## src/rtl/fft_pkg.sv

```systemverilog
// Shared definitions for the MDC FFT butterfly datapath: the default sample
// width and the butterfly mode encoding carried alongside every sample pair.
package fft_pkg;

  localparam int DEFAULT_DW = 9;

  typedef enum logic [1:0] {
    MODE_COMPUTE = 2'b00,
    MODE_BYPASS  = 2'b01,
    MODE_SCALED  = 2'b10,
    MODE_SWAP    = 2'b11
  } mode_e;

endpackage

```

## src/rtl/bfly_core.sv

```systemverilog
// Combinational radix-2 butterfly for one complex pair. Sums are formed two bits
// wider than the input so the scaled round-half-up can never wrap.
module bfly_core
  import fft_pkg::*;
#(
  parameter int DW = DEFAULT_DW
) (
  input  mode_e                mode_i,
  input  logic signed [DW-1:0] x0Re_i,
  input  logic signed [DW-1:0] x0Im_i,
  input  logic signed [DW-1:0] x1Re_i,
  input  logic signed [DW-1:0] x1Im_i,
  output logic signed [DW:0]   y0Re_o,
  output logic signed [DW:0]   y0Im_o,
  output logic signed [DW:0]   y1Re_o,
  output logic signed [DW:0]   y1Im_o
);

  localparam int SW = DW + 2;

  logic signed [SW-1:0] sumRe, sumIm, difRe, difIm;

  function automatic logic signed [DW:0] roundHalf(input logic signed [SW-1:0] s);
    return (DW+1)'((s + SW'(1)) >>> 1);
  endfunction

  always_comb begin
    sumRe = SW'(x0Re_i) + SW'(x1Re_i);
    sumIm = SW'(x0Im_i) + SW'(x1Im_i);
    difRe = SW'(x0Re_i) - SW'(x1Re_i);
    difIm = SW'(x0Im_i) - SW'(x1Im_i);
  end

  always_comb begin
    y0Re_o = '0;
    y0Im_o = '0;
    y1Re_o = '0;
    y1Im_o = '0;
    case (mode_i)
      MODE_COMPUTE: begin
        y0Re_o = (DW+1)'(sumRe);
        y0Im_o = (DW+1)'(sumIm);
        y1Re_o = (DW+1)'(difRe);
        y1Im_o = (DW+1)'(difIm);
      end
      MODE_BYPASS: begin
        y0Re_o = (DW+1)'(x0Re_i);
        y0Im_o = (DW+1)'(x0Im_i);
        y1Re_o = (DW+1)'(x1Re_i);
        y1Im_o = (DW+1)'(x1Im_i);
      end
      MODE_SCALED: begin
        y0Re_o = roundHalf(sumRe);
        y0Im_o = roundHalf(sumIm);
        y1Re_o = roundHalf(difRe);
        y1Im_o = roundHalf(difIm);
      end
      MODE_SWAP: begin
        y0Re_o = (DW+1)'(x1Re_i);
        y0Im_o = (DW+1)'(x1Im_i);
        y1Re_o = (DW+1)'(x0Re_i);
        y1Im_o = (DW+1)'(x0Im_i);
      end
      default: ;
    endcase
  end

endmodule

```

## src/rtl/butterfly_pipe.sv

```systemverilog
// Elastic, pipelined radix-2 butterfly for one MDC stage: 1 or 2 register
// stages with valid/ready flow control and a tag riding along with each pair.
module butterfly_pipe
  import fft_pkg::*;
#(
  parameter  int DW    = DEFAULT_DW,
  parameter  int PIPE  = 2,
  parameter  int TAG_W = 5,
  localparam int OW    = DW + 1
) (
  input  logic                 clk,
  input  logic                 rst_n,
  input  logic                 in_valid,
  output logic                 in_ready,
  input  logic [1:0]           in_mode,
  input  logic [TAG_W-1:0]     in_tag,
  input  logic signed [DW-1:0] x0_re,
  input  logic signed [DW-1:0] x0_im,
  input  logic signed [DW-1:0] x1_re,
  input  logic signed [DW-1:0] x1_im,
  output logic                 out_valid,
  input  logic                 out_ready,
  output logic [TAG_W-1:0]     out_tag,
  output logic signed [OW-1:0] y0_re,
  output logic signed [OW-1:0] y0_im,
  output logic signed [OW-1:0] y1_re,
  output logic signed [OW-1:0] y1_im,
  output logic                 busy
);

  mode_e                coreMode;
  logic signed [DW-1:0] coreX0Re, coreX0Im, coreX1Re, coreX1Im;
  logic signed [OW-1:0] coreY0Re, coreY0Im, coreY1Re, coreY1Im;
  logic                 stageValid;
  logic [TAG_W-1:0]     stageTag;

  logic                 outValid_q;
  logic [TAG_W-1:0]     outTag_q;
  logic signed [OW-1:0] y0Re_q, y0Im_q, y1Re_q, y1Im_q;
  logic                 outLoad;

  // The last stage may take new data when empty or when its pair leaves now.
  assign outLoad = !outValid_q || out_ready;

  bfly_core #(.DW(DW)) uCore (
    .mode_i (coreMode),
    .x0Re_i (coreX0Re),
    .x0Im_i (coreX0Im),
    .x1Re_i (coreX1Re),
    .x1Im_i (coreX1Im),
    .y0Re_o (coreY0Re),
    .y0Im_o (coreY0Im),
    .y1Re_o (coreY1Re),
    .y1Im_o (coreY1Im)
  );

  if (PIPE != 1 && PIPE != 2) begin : gBadPipe
    $error("butterfly_pipe: PIPE must be 1 or 2");
  end

  if (PIPE == 2) begin : gTwoStage
    logic                 inValid_q;
    mode_e                mode_q;
    logic [TAG_W-1:0]     tag_q;
    logic signed [DW-1:0] x0Re_q, x0Im_q, x1Re_q, x1Im_q;
    logic                 inLoad;

    assign inLoad   = !inValid_q || outLoad;
    assign in_ready = rst_n && inLoad;

    always_ff @(posedge clk) begin
      if (!rst_n) begin
        inValid_q <= 1'b0;
        mode_q    <= MODE_COMPUTE;
        tag_q     <= '0;
        x0Re_q    <= '0;
        x0Im_q    <= '0;
        x1Re_q    <= '0;
        x1Im_q    <= '0;
      end else if (inLoad) begin
        inValid_q <= in_valid;
        if (in_valid) begin
          mode_q <= mode_e'(in_mode);
          tag_q  <= in_tag;
          x0Re_q <= x0_re;
          x0Im_q <= x0_im;
          x1Re_q <= x1_re;
          x1Im_q <= x1_im;
        end
      end
    end

    assign coreMode   = mode_q;
    assign coreX0Re   = x0Re_q;
    assign coreX0Im   = x0Im_q;
    assign coreX1Re   = x1Re_q;
    assign coreX1Im   = x1Im_q;
    assign stageValid = inValid_q;
    assign stageTag   = tag_q;
    assign busy       = inValid_q || outValid_q;
  end else begin : gOneStage
    assign in_ready   = rst_n && outLoad;
    assign coreMode   = mode_e'(in_mode);
    assign coreX0Re   = x0_re;
    assign coreX0Im   = x0_im;
    assign coreX1Re   = x1_re;
    assign coreX1Im   = x1_im;
    assign stageValid = in_valid;
    assign stageTag   = in_tag;
    assign busy       = outValid_q;
  end

  always_ff @(posedge clk) begin
    if (!rst_n) begin
      outValid_q <= 1'b0;
      outTag_q   <= '0;
      y0Re_q     <= '0;
      y0Im_q     <= '0;
      y1Re_q     <= '0;
      y1Im_q     <= '0;
    end else if (outLoad) begin
      outValid_q <= stageValid;
      if (stageValid) begin
        outTag_q <= stageTag;
        y0Re_q   <= coreY0Re;
        y0Im_q   <= coreY0Im;
        y1Re_q   <= coreY1Re;
        y1Im_q   <= coreY1Im;
      end
    end
  end

  assign out_valid = outValid_q;
  assign out_tag   = outTag_q;
  assign y0_re     = y0Re_q;
  assign y0_im     = y0Im_q;
  assign y1_re     = y1Re_q;
  assign y1_im     = y1Im_q;

endmodule

```

## config.mk

```make
export PLATFORM = sky130hd
export DESIGN_NAME = butterfly_pipe
export DESIGN_NICKNAME = d
export VERILOG_FILES = /design/src/rtl/fft_pkg.sv /design/src/rtl/bfly_core.sv /design/src/rtl/butterfly_pipe.sv
export SDC_FILE = /design/constraint.sdc
export NUM_CORES = 1
export LEC_CHECK = 0
export BUFFER_PORTS_ARGS = -buffer_cell sky130_fd_sc_hd__buf_2
export CAP_MARGIN = 5
export CORE_AREA = 2 2 167 169
export CTS_CLUSTER_SIZE = 20
export DETAILED_ROUTE_END_ITERATION = 6
export DIE_AREA = 0 0 169 171
export PLACE_DENSITY = 0.5
export RECOVER_POWER = 100
export SYNTH_ARGS = -nofsm -noshare
export SYNTH_HDL_FRONTEND = slang
export SYNTH_SLANG_ARGS = --single-unit
```

## constraint.sdc

```tcl
create_clock -name clk -period 2.5 [get_ports clk]
set_input_delay 0.375 -clock clk [delete_from_list [all_inputs] [get_ports clk]]
set_output_delay 0.375 -clock clk [all_outputs]
set_load 0.02 [all_outputs]
```

### After elaboration in Yosys (flattened, before gate mapping)

Cells that the tools add are included.

* add/subtract/negate cells: 8
* reduce and logical (&&, ||, !) cells: 9
* mux-type cells: 4
* eq/ne operators: 3

Operators with widths (number)
* 10-bit one-hot mux with 4 select lines: 4
* 11-bit by 2-bit adder with 11-bit output, second input constant: 4
* 9-bit by 9-bit adder with 10-bit output: 2
* 9-bit by 9-bit subtractor with 10-bit output: 2
* 2-bit == test, second input constant: 2
* 2-bit AND reduction: 2
* 1-bit logical OR: 3
* 2-bit by 1-bit == test with 1-bit output, second input constant: 1
* 1-bit zero test: 2
* 2-bit zero test: 1
* 1-bit logical AND: 1

* register bits: 90
* output and inout bits: 48
* bits of input ports: 47
* logic and storage cells: 37

### Depth between registers and ports, before layout

* depth in word-level cells: 4
* mapped depth: 11
* depth with buffers taken out: 11

### Modules after synthesis

A second synthesis with hierarchy kept.

* cell total of the unflattened synthesis: 869
* area total of the unflattened synthesis: 7000.5 um^2

Modules (own cells, without submodules)
* butterfly_pipe: instances 1, cells an instance 403, sequential area each 1801.7 um^2, area each 3518.4 um^2
* bfly_core: instances 1, cells an instance 466, sequential area each 0.0 um^2, area each 3482.1 um^2

### Worst setup path after synthesis

No wires, ideal clock.

* kind: reg-to-reg
* start point: register gTwoStage.x0Im_q[0], in the netlist coreX0Im[0]
* end point: register y1Im_q[9], in the netlist y1_im[9]
* data arrival time: 2491 ps
* data required time: 2370 ps
* setup time: 130 ps
* cell stages (with the launch flop): 11
* period minus slack after synthesis: 2621 ps
* buffers on the path: 0
* path slack: -121 ps
* path through: dfxtp_1 > inv_1 > ha_1 > fa_1 > nand2b_1 > a2111oi_0 > a211oi_1 > or2_1 > nor4bb_2 > nor3b_1 > nor3_1

* word-level cells in the longest chain between the ends: 3

RTL lines
* from (decl): RTL line butterfly_pipe.sv:65 `logic signed [DW-1:0] x0Re_q, x0Im_q, x1Re_q, x1Im_q;`
* from (signal assigned): RTL line butterfly_pipe.sv:86 `x0Im_q <= x0_im;`
* 9-bit by 9-bit subtractor with 10-bit output *: RTL line bfly_core.sv:31 `difIm = SW'(x0Im_i) - SW'(x1Im_i);`
* 11-bit by 2-bit adder with 11-bit output: RTL line bfly_core.sv:24 `return (DW+1)'((s + SW'(1)) >>> 1);`
* 10-bit one-hot mux with 4 select lines *: RTL line bfly_core.sv:39 `case (mode_i)`
* to (signal assigned): RTL line butterfly_pipe.sv:128 `y1Im_q <= coreY1Im;`
* to (decl): RTL line butterfly_pipe.sv:39 `logic signed [OW-1:0] y0Re_q, y0Im_q, y1Re_q, y1Im_q;`

Every way passes the cells marked *; elsewhere a longest branch is shown, timed or not.
A chain may end at the register's enable or synchronous reset.

### Worst setup path after layout

* start point: register gTwoStage.x0Re_q[0], in the netlist coreX0Re[0]
* end point: register y1Re_q[7], in the netlist y1_re[7]

* word-level cells in the longest chain between the ends: 3

RTL lines
* from (decl): RTL line butterfly_pipe.sv:65
* from (signal assigned): RTL line butterfly_pipe.sv:85 `x0Re_q <= x0_re;`
* 9-bit by 9-bit subtractor with 10-bit output *: RTL line bfly_core.sv:30 `difRe = SW'(x0Re_i) - SW'(x1Re_i);`
* 11-bit by 2-bit adder with 11-bit output: RTL line bfly_core.sv:24
* 10-bit one-hot mux with 4 select lines *: RTL line bfly_core.sv:39
* to (signal assigned): RTL line butterfly_pipe.sv:127 `y1Re_q <= coreY1Re;`
* to (decl): RTL line butterfly_pipe.sv:39

Marked as above.

==> metrics <==
Reg clk slew, reported paths=approximately 0.070 ns; RePlAce Congestion=between 0.8 and 0.9; fin area=0.00929 sq mm; clock sink total=90; WL/cell=roughly 18 microns; Final setup violation count=10; Worst path top cell family by delay=compound AO/OA/AOI/OAI gates; Starting Density=0.245; most frequent CP cell=inv_2; Final ANT Viol Nets=0; Ant. Diodes=0; Worst Path Required=between 2 and 3 ns; Vias=roughly 7000; CP Capture Type=flop; Worst Hold Class=input pin to flop; Max clock buf depth=2; Cells after Synth=between 800 and 900; Yosys cell types=85; Slew HR=0.203; Routed WL=between 20000 and 30000 microns; FF-to-FF setup slack=-0.11 ns; Max Cap Viol=0; Leak Pwr=between 3 and 4 nW; CTS Buf Count=9; pwr/cell area=approximately 530 mW/mm^2; H-tree lvl count=3; # hold bufs at CTS=0; clock root buffer=clkbuf_16; crit-path max cell delay=around 0.5 ns; setup ws final=-0.106 ns; Avg Cell Area, Syn=7.75 sq um; post-route setup TNS=-0.492 ns; Placeable Area=between 0.02 and 0.03 sq mm; Setup Skew=between 0.008 and 0.009 ns; VDD IR max=0.319 mV; Synth async-reset ratio=0; Primary FF master, synth=dfxtp_1; Die Span Y=between 150 and 200 microns; slowest stage cell, crit path=or4_1; crit path cell chain=inv_2 > ha_4 > inv_2 > fa_2 > a211oi_4 > o31ai_4 > a2111oi_4 > nor3_2 > or4_1 > mux2i_1 > o21bai_1; RSZ-0062 raised after global routing=yes; Mapped Area=between 0.006 and 0.007 sq mm; max-slew violation count=0; site row count=approximately 60; Placed Area=0.00842 sq mm; WS Path Type=flop to flop; DIE WIDTH=between 150 and 200 microns; drt pass-1 iters=5; failing checks=negative setup slack; sequential share of the synthesized area=0.270; Synth Net Count=around 950; YS warnings=0; hpwl dp=a little under 20000 microns; placed cells=1385; status=finished, violations left; critical path launch point type=flop; Via density=~5.0; Nets=between 1000 and 1500; Max FO, Critical Path=3; non-filler cells, final=about 1400; layout cells sized above 1=0.312; I/O pins=95; vias in the first global route=6951; Arr. time, crit path=between 2 and 3 ns; Die ar.=around 0.029 sq mm; initial antenna violation count=0; register bit total from synthesis=90; GR Overflow Total=0; Tcrit/Tclk final=1.04; Slew @ Worst Pin=between 1 and 1.5 ns; initial drt markers=approximately 360; Worst-Skew Late Latency=roughly 0.36 ns; CTS tree=yes; WHS=between 0.2 and 0.25 ns; DRC viols=0; first-pass GRT wire length=around 38000 microns; Post-synth EDFFs=0; endpoints failing hold=0; GR Util All Layers=0.172; Pwr Total=between 4 and 5 mW; Highest Clock Rate=approximately 380 MHz; Worst Path Buf+Inv=2; Area growth syn-to-layout=39.1%; Buffers on Ports=94; largest net degree at the start of global routing=slightly below 50; fin crit period=roughly 2.6 ns
-- power by group --
group	switching (mW)	internal [mW]	total, mW
registers	0.0769	1.52	1.60
logic	1.04	0.875	1.92
clock network	0.675	0.689	1.36
total	1.79	3.09	4.88
-- cell usage after synthesis (4+ instances only) --
cell type / number / share of area
a2111oi_0: 4 / 0.0052
a211o_1: 4 / 0.0052
a211oi_1: 19 / 0.021
a21o_1: 5 / 0.0056
a21oi_1: 89 / 0.067
a31oi_1: 6 / 0.0056
and3_1: 6 / 0.0056
buf_1: 5 / 0.0028
buf_2: 5 / 0.0037
buf_4: 4 / 0.0045
clkbuf_1: 39 / 0.022
dfxtp_1: 90 / 0.27
fa_1: 4 / 0.012
ha_1: 40 / 0.075
inv_1: 42 / 0.024
mux2i_1: 12 / 0.018
mux4_2: 8 / 0.027
nand2_1: 142 / 0.080
nand2b_1: 11 / 0.010
nand3_1: 15 / 0.011
nand4_1: 5 / 0.0047
nor2_1: 59 / 0.033
nor2b_1: 15 / 0.014
nor3_1: 20 / 0.015
nor3b_1: 6 / 0.0067
nor4_1: 6 / 0.0056
o211ai_1: 13 / 0.015
o21a_1: 5 / 0.0056
o21ai_0: 37 / 0.028
o21ai_1: 6 / 0.0045
o221ai_1: 6 / 0.0079
o311a_1: 4 / 0.0060
or2_2: 4 / 0.0037
or3_1: 5 / 0.0047
xnor2_1: 25 / 0.033
xor2_1: 19 / 0.025
-- layout make-up --
| type | instances | area, sq um |
|---|---|---|
| fill | 2954 | 18000 |
| multi-input combinational | 673 | 5050 |
| sequential | 90 | 1820 |
| timing repair buffer | 245 | 1540 |
| tap | 346 | 433 |
| clock buffer | 9 | 225 |
| inverter | 45 | 171 |
| clock inverter | 7 | 58.8 |
-- timing repair --
| item | CTS | global route |
|---|---|---|
| buffers inserted | 10 | 5 |
| gates resized for setup | 46 | 69 |
| endpoints found under the setup margin | 22 | 32 |
| pin swaps | 21 | 21 |
-- final timing paths --
check,endpoint,startpoint,cells after the start
max,y1_re[7],coreX0Re[0],11
min,gTwoStage.tag_q[3],in_tag[3],3
max reg2reg,y1_re[7],coreX0Re[0],11
min reg2reg,out_tag[1],gTwoStage.tag_q[1],2
-- state kept, by name, summed over array words and instances, names as in the netlist --
signal               count
y1_im                   10
y1_re                   10
gTwoStage.inValid_q      1
coreX1Im                 9
out_valid                1
y0_im                   10
gTwoStage.tag_q          5
coreX1Re                 9
coreX0Im                 9
out_tag                  5
coreMode                 2
coreX0Re                 9
y0_re                   10
-- cell usage in the layout (no fill, tap or decap), types with 6 or more instances in the layout --
| master | instances |
|---|---|
| nand2_1 | 142 |
| buf_4 | 138 |
| a21oi_1 | 87 |
| dfxtp_1 | 81 |
| nor2_1 | 56 |
| clkbuf_1 | 50 |
| buf_2 | 46 |
| inv_1 | 36 |
| o21ai_0 | 34 |
| ha_1 | 25 |
| xnor2_1 | 19 |
| nor3_1 | 17 |
| xor2_1 | 14 |
| nor2b_1 | 14 |
| nand3_1 | 13 |
| o211ai_1 | 13 |
| ha_4 | 13 |
| a211oi_1 | 12 |
| mux2i_1 | 12 |
| a211oi_2 | 9 |
| o21ai_1 | 9 |
| clkbuf_16 | 9 |
| xnor2_2 | 8 |
| mux4_2 | 8 |
| nand2b_1 | 8 |
| inv_2 | 7 |
| a31oi_1 | 6 |
| dfxtp_2 | 6 |
-- through the flow --
stage / setup slack, ns / util
after global placement: -0.106 / 0.308
after floorplan: -0.0231 / -
final: -0.106 / 0.340
after CTS: -0.100 / 0.329
after detailed placement: -0.179 / 0.308
after global routing: -0.211 / 0.340
-- cells by family (layout without fill, tap and decap cells) --
kind of cell / Yosys count / after routing / synth area share
AOI/OAI and AO/OA: 248 / 248 / 0.252
xor gates and xnor gates: 46 / 46 / 0.0625
adders and majority gates: 44 / 44 / 0.0869
buffers and inverters: 99 / 306 / 0.0599
DFF: 90 / 90 / 0.270
muxes: 24 / 24 / 0.0522
and+or+nand+nor: 311 / 311 / 0.217
-- worst register-to-register path: stages (launching register included) --
cell	delay, ns
dfxtp_2	0.33
inv_2	0.06
ha_4	0.13
inv_2	0.03
fa_2	0.36
a211oi_4	0.29
o31ai_4	0.12
a2111oi_4	0.39
nor3_2	0.08
or4_1	0.50
mux2i_1	0.13
o21bai_1	0.11
-- layer usage --
layer	up-vias	GRT usage	part of all wire
met5	-	0	0
met2	157	0.317	0.51
met1	3390	0.203	0.42
li1	3460	-	-
met3	37	0.0285	0.037
met4	0	0.0572	0.028
Note: power is estimated with default switching activity, not from simulation.
